## src/rtl/lsu_pkg.sv

```systemverilog
// Shared definitions for the load/store sequencer: width codes, FSM states,
// size decode and lane masks.
package lsu_pkg;

    localparam logic [2:0] F3_B  = 3'b000;
    localparam logic [2:0] F3_H  = 3'b001;
    localparam logic [2:0] F3_W  = 3'b010;
    localparam logic [2:0] F3_D  = 3'b011;
    localparam logic [2:0] F3_BU = 3'b100;
    localparam logic [2:0] F3_HU = 3'b101;
    localparam logic [2:0] F3_WU = 3'b110;

    typedef enum logic [1:0] {
        ST_IDLE,
        ST_RD,
        ST_WR,
        ST_RESP
    } state_t;

    function automatic logic [3:0] size_bytes(input logic [1:0] code);
        case (code)
            2'd0:    size_bytes = 4'd1;
            2'd1:    size_bytes = 4'd2;
            2'd2:    size_bytes = 4'd4;
            default: size_bytes = 4'd8;
        endcase
    endfunction

    function automatic logic [63:0] lane_mask(input logic [1:0] code);
        case (code)
            2'd0:    lane_mask = 64'h0000_0000_0000_00FF;
            2'd1:    lane_mask = 64'h0000_0000_0000_FFFF;
            2'd2:    lane_mask = 64'h0000_0000_FFFF_FFFF;
            default: lane_mask = 64'hFFFF_FFFF_FFFF_FFFF;
        endcase
    endfunction

endpackage

```

## src/rtl/lsu_align.sv

```systemverilog
// Combinational lane logic: load extract with sign/zero extension, and the
// read-modify-write merge for partial stores.
module lsu_align
    import lsu_pkg::*;
(
    input  logic [2:0]  funct3,
    input  logic [2:0]  offset,
    input  logic [63:0] word,
    input  logic [63:0] wdata,
    output logic [63:0] load_data,
    output logic [63:0] merged
);

    logic [5:0]  shamt;
    logic [63:0] lane;
    logic [63:0] mask;

    assign shamt = {offset, 3'b000};
    assign lane  = word >> shamt;
    assign mask  = lane_mask(funct3[1:0]);

    always_comb begin
        load_data = '0;
        case (funct3)
            F3_B:    load_data = {{56{lane[7]}}, lane[7:0]};
            F3_H:    load_data = {{48{lane[15]}}, lane[15:0]};
            F3_W:    load_data = {{32{lane[31]}}, lane[31:0]};
            F3_D:    load_data = lane;
            F3_BU:   load_data = {56'b0, lane[7:0]};
            F3_HU:   load_data = {48'b0, lane[15:0]};
            F3_WU:   load_data = {32'b0, lane[31:0]};
            default: load_data = '0;
        endcase
    end

    assign merged = (word & ~(mask << shamt)) | ((wdata & mask) << shamt);

endmodule

```

## src/rtl/lsu_ctrl.sv

```systemverilog
// Load/store sequencer in front of a 64-bit-word memory; partial stores use RMW.
// Define LSU_MISALIGN_TRAP_EN to flag misaligned accesses instead of aligning them.
module lsu_ctrl #(
    parameter int MEM_LAT = 2
) (
    input  logic        clk,
    input  logic        reset,
    input  logic        req_valid,
    output logic        req_ready,
    input  logic        req_read,
    input  logic        req_write,
    input  logic [2:0]  req_funct3,
    input  logic [63:0] req_addr,
    input  logic [63:0] req_wdata,
    input  logic [4:0]  req_rd,
    output logic        mem_read,
    output logic        mem_write,
    output logic [63:0] mem_addr,
    output logic [63:0] mem_wdata,
    input  logic [63:0] mem_rdata,
    input  logic        mem_inv_addr,
    output logic        resp_valid,
    output logic [63:0] resp_data,
    output logic [4:0]  resp_rd,
    output logic        resp_err,
    output logic        stall
);
    import lsu_pkg::*;

    state_t      state, state_next;
    logic [3:0]  cnt;
    logic [2:0]  f3_q;
    logic [60:0] idx_q;
    logic [2:0]  off_q;
    logic [63:0] wdata_q;
    logic        store_q;
    logic [4:0]  rd_q;
    logic [63:0] resp_data_q;
    logic        resp_err_q;

    logic        accept;
    logic        req_err;
    logic        misalign_err;
    logic [2:0]  align_bits;
    logic [2:0]  req_off;
    logic [63:0] load_data;
    logic [63:0] merged;

    assign align_bits = 3'(size_bytes(req_funct3[1:0]) - 4'd1);

`ifdef LSU_MISALIGN_TRAP_EN
    assign misalign_err = |(req_addr[2:0] & align_bits);
    assign req_off      = req_addr[2:0];
`else
    assign misalign_err = 1'b0;
    assign req_off      = req_addr[2:0] & ~align_bits;
`endif

    assign req_ready = (state == ST_IDLE) || (state == ST_RESP);
    assign accept    = req_ready && req_valid && (req_read || req_write);
    assign req_err   = (req_funct3 == 3'b111) || (req_write && req_funct3[2]) ||
                       (req_read && req_write) || misalign_err;

    // Memory strobes decode straight from state so reset kills a pending write at once.
    assign mem_read   = (state == ST_RD);
    assign mem_write  = (state == ST_WR);
    assign mem_addr   = {3'b000, idx_q};
    assign mem_wdata  = (state == ST_WR) ? wdata_q : '0;
    assign resp_valid = (state == ST_RESP);
    assign resp_data  = resp_data_q;
    assign resp_err   = resp_err_q;
    assign resp_rd    = rd_q;
    assign stall      = (req_valid && (req_read || req_write) && !req_ready) ||
                        (state == ST_RD) || (state == ST_WR);

    lsu_align u_align (
        .funct3    (f3_q),
        .offset    (off_q),
        .word      (mem_rdata),
        .wdata     (wdata_q),
        .load_data (load_data),
        .merged    (merged)
    );

    always_ff @(posedge clk or posedge reset) begin
        if (reset) state <= ST_IDLE;
        else       state <= state_next;
    end

    always_comb begin
        state_next = state;
        case (state)
            ST_IDLE, ST_RESP: begin
                if (accept) begin
                    if (req_err)                    state_next = ST_RESP;
                    else if (req_read)              state_next = ST_RD;
                    else if (req_funct3[1:0] == 2'd3) state_next = ST_WR;
                    else                            state_next = ST_RD;
                end else begin
                    state_next = ST_IDLE;
                end
            end
            ST_RD: begin
                if (cnt == 4'd1)
                    state_next = (store_q && !mem_inv_addr) ? ST_WR : ST_RESP;
            end
            ST_WR:   state_next = ST_RESP;
            default: state_next = ST_IDLE;
        endcase
    end

    // Datapath: capture on accept, sample memory on the last RD cycle and in WR.
    always_ff @(posedge clk or posedge reset) begin
        if (reset) begin
            cnt         <= '0;
            f3_q        <= '0;
            idx_q       <= '0;
            off_q       <= '0;
            wdata_q     <= '0;
            store_q     <= 1'b0;
            rd_q        <= '0;
            resp_data_q <= '0;
            resp_err_q  <= 1'b0;
        end else if (accept) begin
            cnt         <= 4'(MEM_LAT);
            f3_q        <= req_funct3;
            idx_q       <= req_addr[63:3];
            off_q       <= req_off;
            wdata_q     <= req_wdata;
            store_q     <= req_write;
            rd_q        <= req_rd;
            resp_data_q <= '0;
            resp_err_q  <= req_err;
        end else if (state == ST_RD) begin
            if (cnt == 4'd1) begin
                if (mem_inv_addr)  resp_err_q  <= 1'b1;
                else if (store_q)  wdata_q     <= merged;
                else               resp_data_q <= load_data;
            end else begin
                cnt <= cnt - 4'd1;
            end
        end else if (state == ST_WR) begin
            resp_err_q <= mem_inv_addr;
        end
    end

endmodule
```

## config.mk

```make
export PLATFORM = sky130hd
export DESIGN_NAME = lsu_ctrl
export DESIGN_NICKNAME = d
export VERILOG_FILES = /design/src/rtl/lsu_pkg.sv /design/src/rtl/lsu_align.sv /design/src/rtl/lsu_ctrl.sv
export SDC_FILE = /design/constraint.sdc
export NUM_CORES = 1
export LEC_CHECK = 0
export CAP_MARGIN = 10
export CORE_ASPECT_RATIO = 0.6
export CORE_MARGIN = 2
export CORE_UTILIZATION = 48
export DETAILED_ROUTE_END_ITERATION = 16
export GPL_TIMING_DRIVEN = 0
export MAX_ROUTING_LAYER = met4
export PLACE_DENSITY = 0.81
export SLEW_MARGIN = 0
export SYNTH_ARGS = -nofsm -noshare
export SYNTH_HDL_FRONTEND = slang
export SYNTH_SLANG_ARGS = --single-unit
```

## constraint.sdc

```tcl
create_clock -name clk -period 9.3 [get_ports clk]
set_input_delay 1.86 -clock clk [delete_from_list [all_inputs] [get_ports clk]]
set_output_delay 1.86 -clock clk [all_outputs]
set_load 0.01 [all_outputs]
```

==> reports/qor.csv <==
metric;value;unit
antenna viol nets, final;0;
largest family of logic cells by synthesized area;compound AO/OA/AOI/OAI gates;
Fill cells;2044;
# H-tree levels;1;
Synth Area in XOR/XNOR;0.001978;
Util after Layout;0.6756;
Worst-Margin Slew;1.182;ns
Clock Skews;0.02922;ns
post-synth top area share;0.3918;
CP top delay family;buffers and inverters;
Final Max Slew Viols;0;
Final WS setup;4.424;ns
Rel. slew slack;0.2034;
Multi-input gate area;7249;um2
Critical Path RT;7.44;ns
number of max-cap violations;0;
Final period util;0.5244;
crit end category;output port;
internal reg-to-reg setup slack;5.65;ns
Reg area;5205;um2
post-CTS setup repair buffer count;0;
most used cell, CP;clkbuf_1;
mux cell area share after synthesis;0.1283;
reg2reg start;state[1];
crit-path max cell delay;0.58;ns
core area;27400;um2
initial antenna violation count;5;
DR iter-0 viols;2338;
first-pass GRT wire length;103700;um
global route overflow;0;
WL final;72840;um
Synth area leader;dfrtp_1;
Crit Path Class;reg2out;
post-synthesis adder-cell area fraction;0.004709;
RSZ-0062 raised after global routing;false;
Mapped Area;13280;um2
fmax;205.1;MHz
Area Growth Syn to Fin;39.37;%
I/O pin total;409;
Tot Pwr;6.208;mW
Placement Setup Slack;4.359;ns
maximum root-to-sink buffer count;3;
share of cells above drive strength 1;0.09020;
largest net degree at the start of global routing;128;
average wire per standard cell;31.78;um
Final setup viols;0;
Num CTS Buffers;21;
pwr dens;335.3;nW/um2
Final Hold Vio Count;0;
startpoint types;flop;
HP Start;idx_q[7];
WP data arrival;3.02;ns
vias in the first global route;15320;
die area;29070;um2
Num Clock Sinks;208;
Starting Density;0.4848;
Slowest-stage cell, CP;clkbuf_1;
crit path launch;state[0];
number of library cell types mapped by synthesis;73;
cell count after synthesis;1472;
# resized after CTS;0;
# DRC;0;
Hold Buf Count CTS;0;
CTS tree;yes;
Hold Path Class;reg2reg;
worst-skew pair later-pin latency;0.55;ns
asr flop ratio synth;1.000;
synth top area cells;dfrtp_1 (39%), nand2_1 (9.1%), mux4_2 (6.1%);
critical-path cell list;inv_1, ha_1, clkbuf_1, clkbuf_1, and2_1, clkdlybuf4s50_1;
Most used DFF post-synth;dfrtp_1;
post-DP HPWL;55510;um
worst path buffer plus inverter count;4;
DRT Pass-1 Iters;10;
status;completed;
Cell Count, Final, Fillers Out;2292;
fin nets;2115;
Syn. warnings;0;
Die Ht;132.9;um
Simple-Gate Fraction of Synth Area;0.1824;
Period minus WS final;4.876;ns
clk slew on worst S/H paths;0.07;ns
Post-synth EDFFs;0;
syn_area_per_cell;9.024;um2
Seq/Total Area, Yosys;0.3918;
row count;47;
gpl congestion;1.088;
DR vias/cell;6.788;
Peak VDD IR;0.2272;mV
Compound-Gate Fraction of Synth Area;0.2275;
chip width;218.8;um
DP Cell Count;2247;
Clock Tree Root;clkbuf_16;
Leakage;7.631;nW
DR vias;15560;
Port Buffer Count;405;
CP max FO;10;
Seq cells post-synth;208;
Tot GR Track Use;0.5085;
WHS;0.4842;ns
-- synth_stat cells, drive strengths merged (5+ instances only) --
cell / number
ha: 5
buf: 68
o21ai: 151
a22oi: 15
clkbuf: 66
a21oi: 59
a221o: 16
a221oi: 23
and2: 65
a2111oi: 9
a2bb2oi: 10
o22ai: 16
a31oi: 9
nor2b: 12
mux2: 18
mux2i: 66
o211ai: 10
nor2: 58
o221a: 8
inv: 21
dfrtp: 208
nor3: 28
o221ai: 9
a32o: 9
mux4: 37
nand2: 321
a22o: 10
o2bb2ai: 33
a211oi: 26
nand3: 9
a211o: 9
o21a: 9
nand2b: 22
-- path summary, 6_finish.rpt --
path                                 end  depth (start not counted)
min reg2reg                     idx_q[7]                          2
max in group asynchronous    wdata_q[24]                          3
min in group asynchronous  resp_data[19]                          2
max                        mem_wdata[48]                          6
min                             idx_q[7]                          2
max reg2reg                  wdata_q[35]                          9
-- final cells by class --
| cell class | instances | area share |
|---|---|---|
| flip-flops and latches | 208 | 0.2811 |
| clock buffers | 29 | 0.03217 |
| diodes | 7 | 0.0009461 |
| multi-input cells | 1110 | 0.3916 |
| plain buffers | 134 | 0.04075 |
| well taps | 367 | 0.02480 |
| repair buffers | 407 | 0.2207 |
| clock inverters | 8 | 0.003041 |
| inverters | 22 | 0.004866 |
-- kinds of logic after synthesis --
logic type | Yosys count
buffers and inverters | 156
AND/OR/NAND/NOR | 537
AO/OA/AOI/OAI | 441
multiplexers | 121
other | 1
XOR/XNOR | 3
adder cells (fa/ha/maj) | 5
flip-flops | 208
-- routing by layer --
metal / global-route usage / vias up / routed length, um
met3: 0.2209 / 335 / 12010
met5: - / - / 0
met4: 0.2001 / 0 / 3458
met2: 0.6876 / 1496 / 29390
li1: - / 6187 / -
met1: 0.6655 / 7539 / 27970
-- worst min-delay path, stage by stage (launching register included) --
cell and delay, ns:
dfrtp_1 0.35, nand2_1 0.05, nand2_1 0.06
-- per-stage QoR --
step | cell area [um2] | TNS [ns]
CTS | 18490 | 0
finish | 18510 | 0
floorplan | 13290 | 0
global route | 18510 | 0
global placement | 17800 | -181.54
detailed placement | 17840 | 0
-- where the power goes --
group	leakage (nW)	internal [mW]	switching (mW)
Sequential	2.64	1.22	0.384
Clock	0.318	0.452	0.410
Combinational	4.67	1.52	2.23
-- cell usage in the layout (no fill, tap or decap), types with 9 or more instances in the layout --
master,n
a211o_1,9
a211oi_1,26
a21oi_1,58
a221o_1,16
a221oi_1,23
a22o_1,10
a22oi_1,15
a2bb2oi_1,10
a31oi_1,9
a32o_1,9
and2_1,65
buf_1,9
buf_2,25
buf_4,16
buf_6,17
clkbuf_1,68
clkbuf_16,21
clkdlybuf4s50_1,405
dfrtp_1,208
inv_1,20
mux2_2,17
mux2i_1,66
mux4_2,36
nand2_1,321
nand2b_1,22
nand3_1,9
nor2_1,57
nor2b_1,12
nor3_1,27
o211ai_1,10
o21a_1,9
o21ai_0,143
o22ai_1,16
o2bb2ai_1,33
-- registers in the layout, summed over array words and instances (netlist names) --
register	cells
resp_err	1
resp_rd	5
state	2
store_q	1
cnt	4
f3_q	3
wdata_q	64
idx_q	61
resp_data	64
off_q	3
Note: power is estimated with default switching activity, not from simulation.
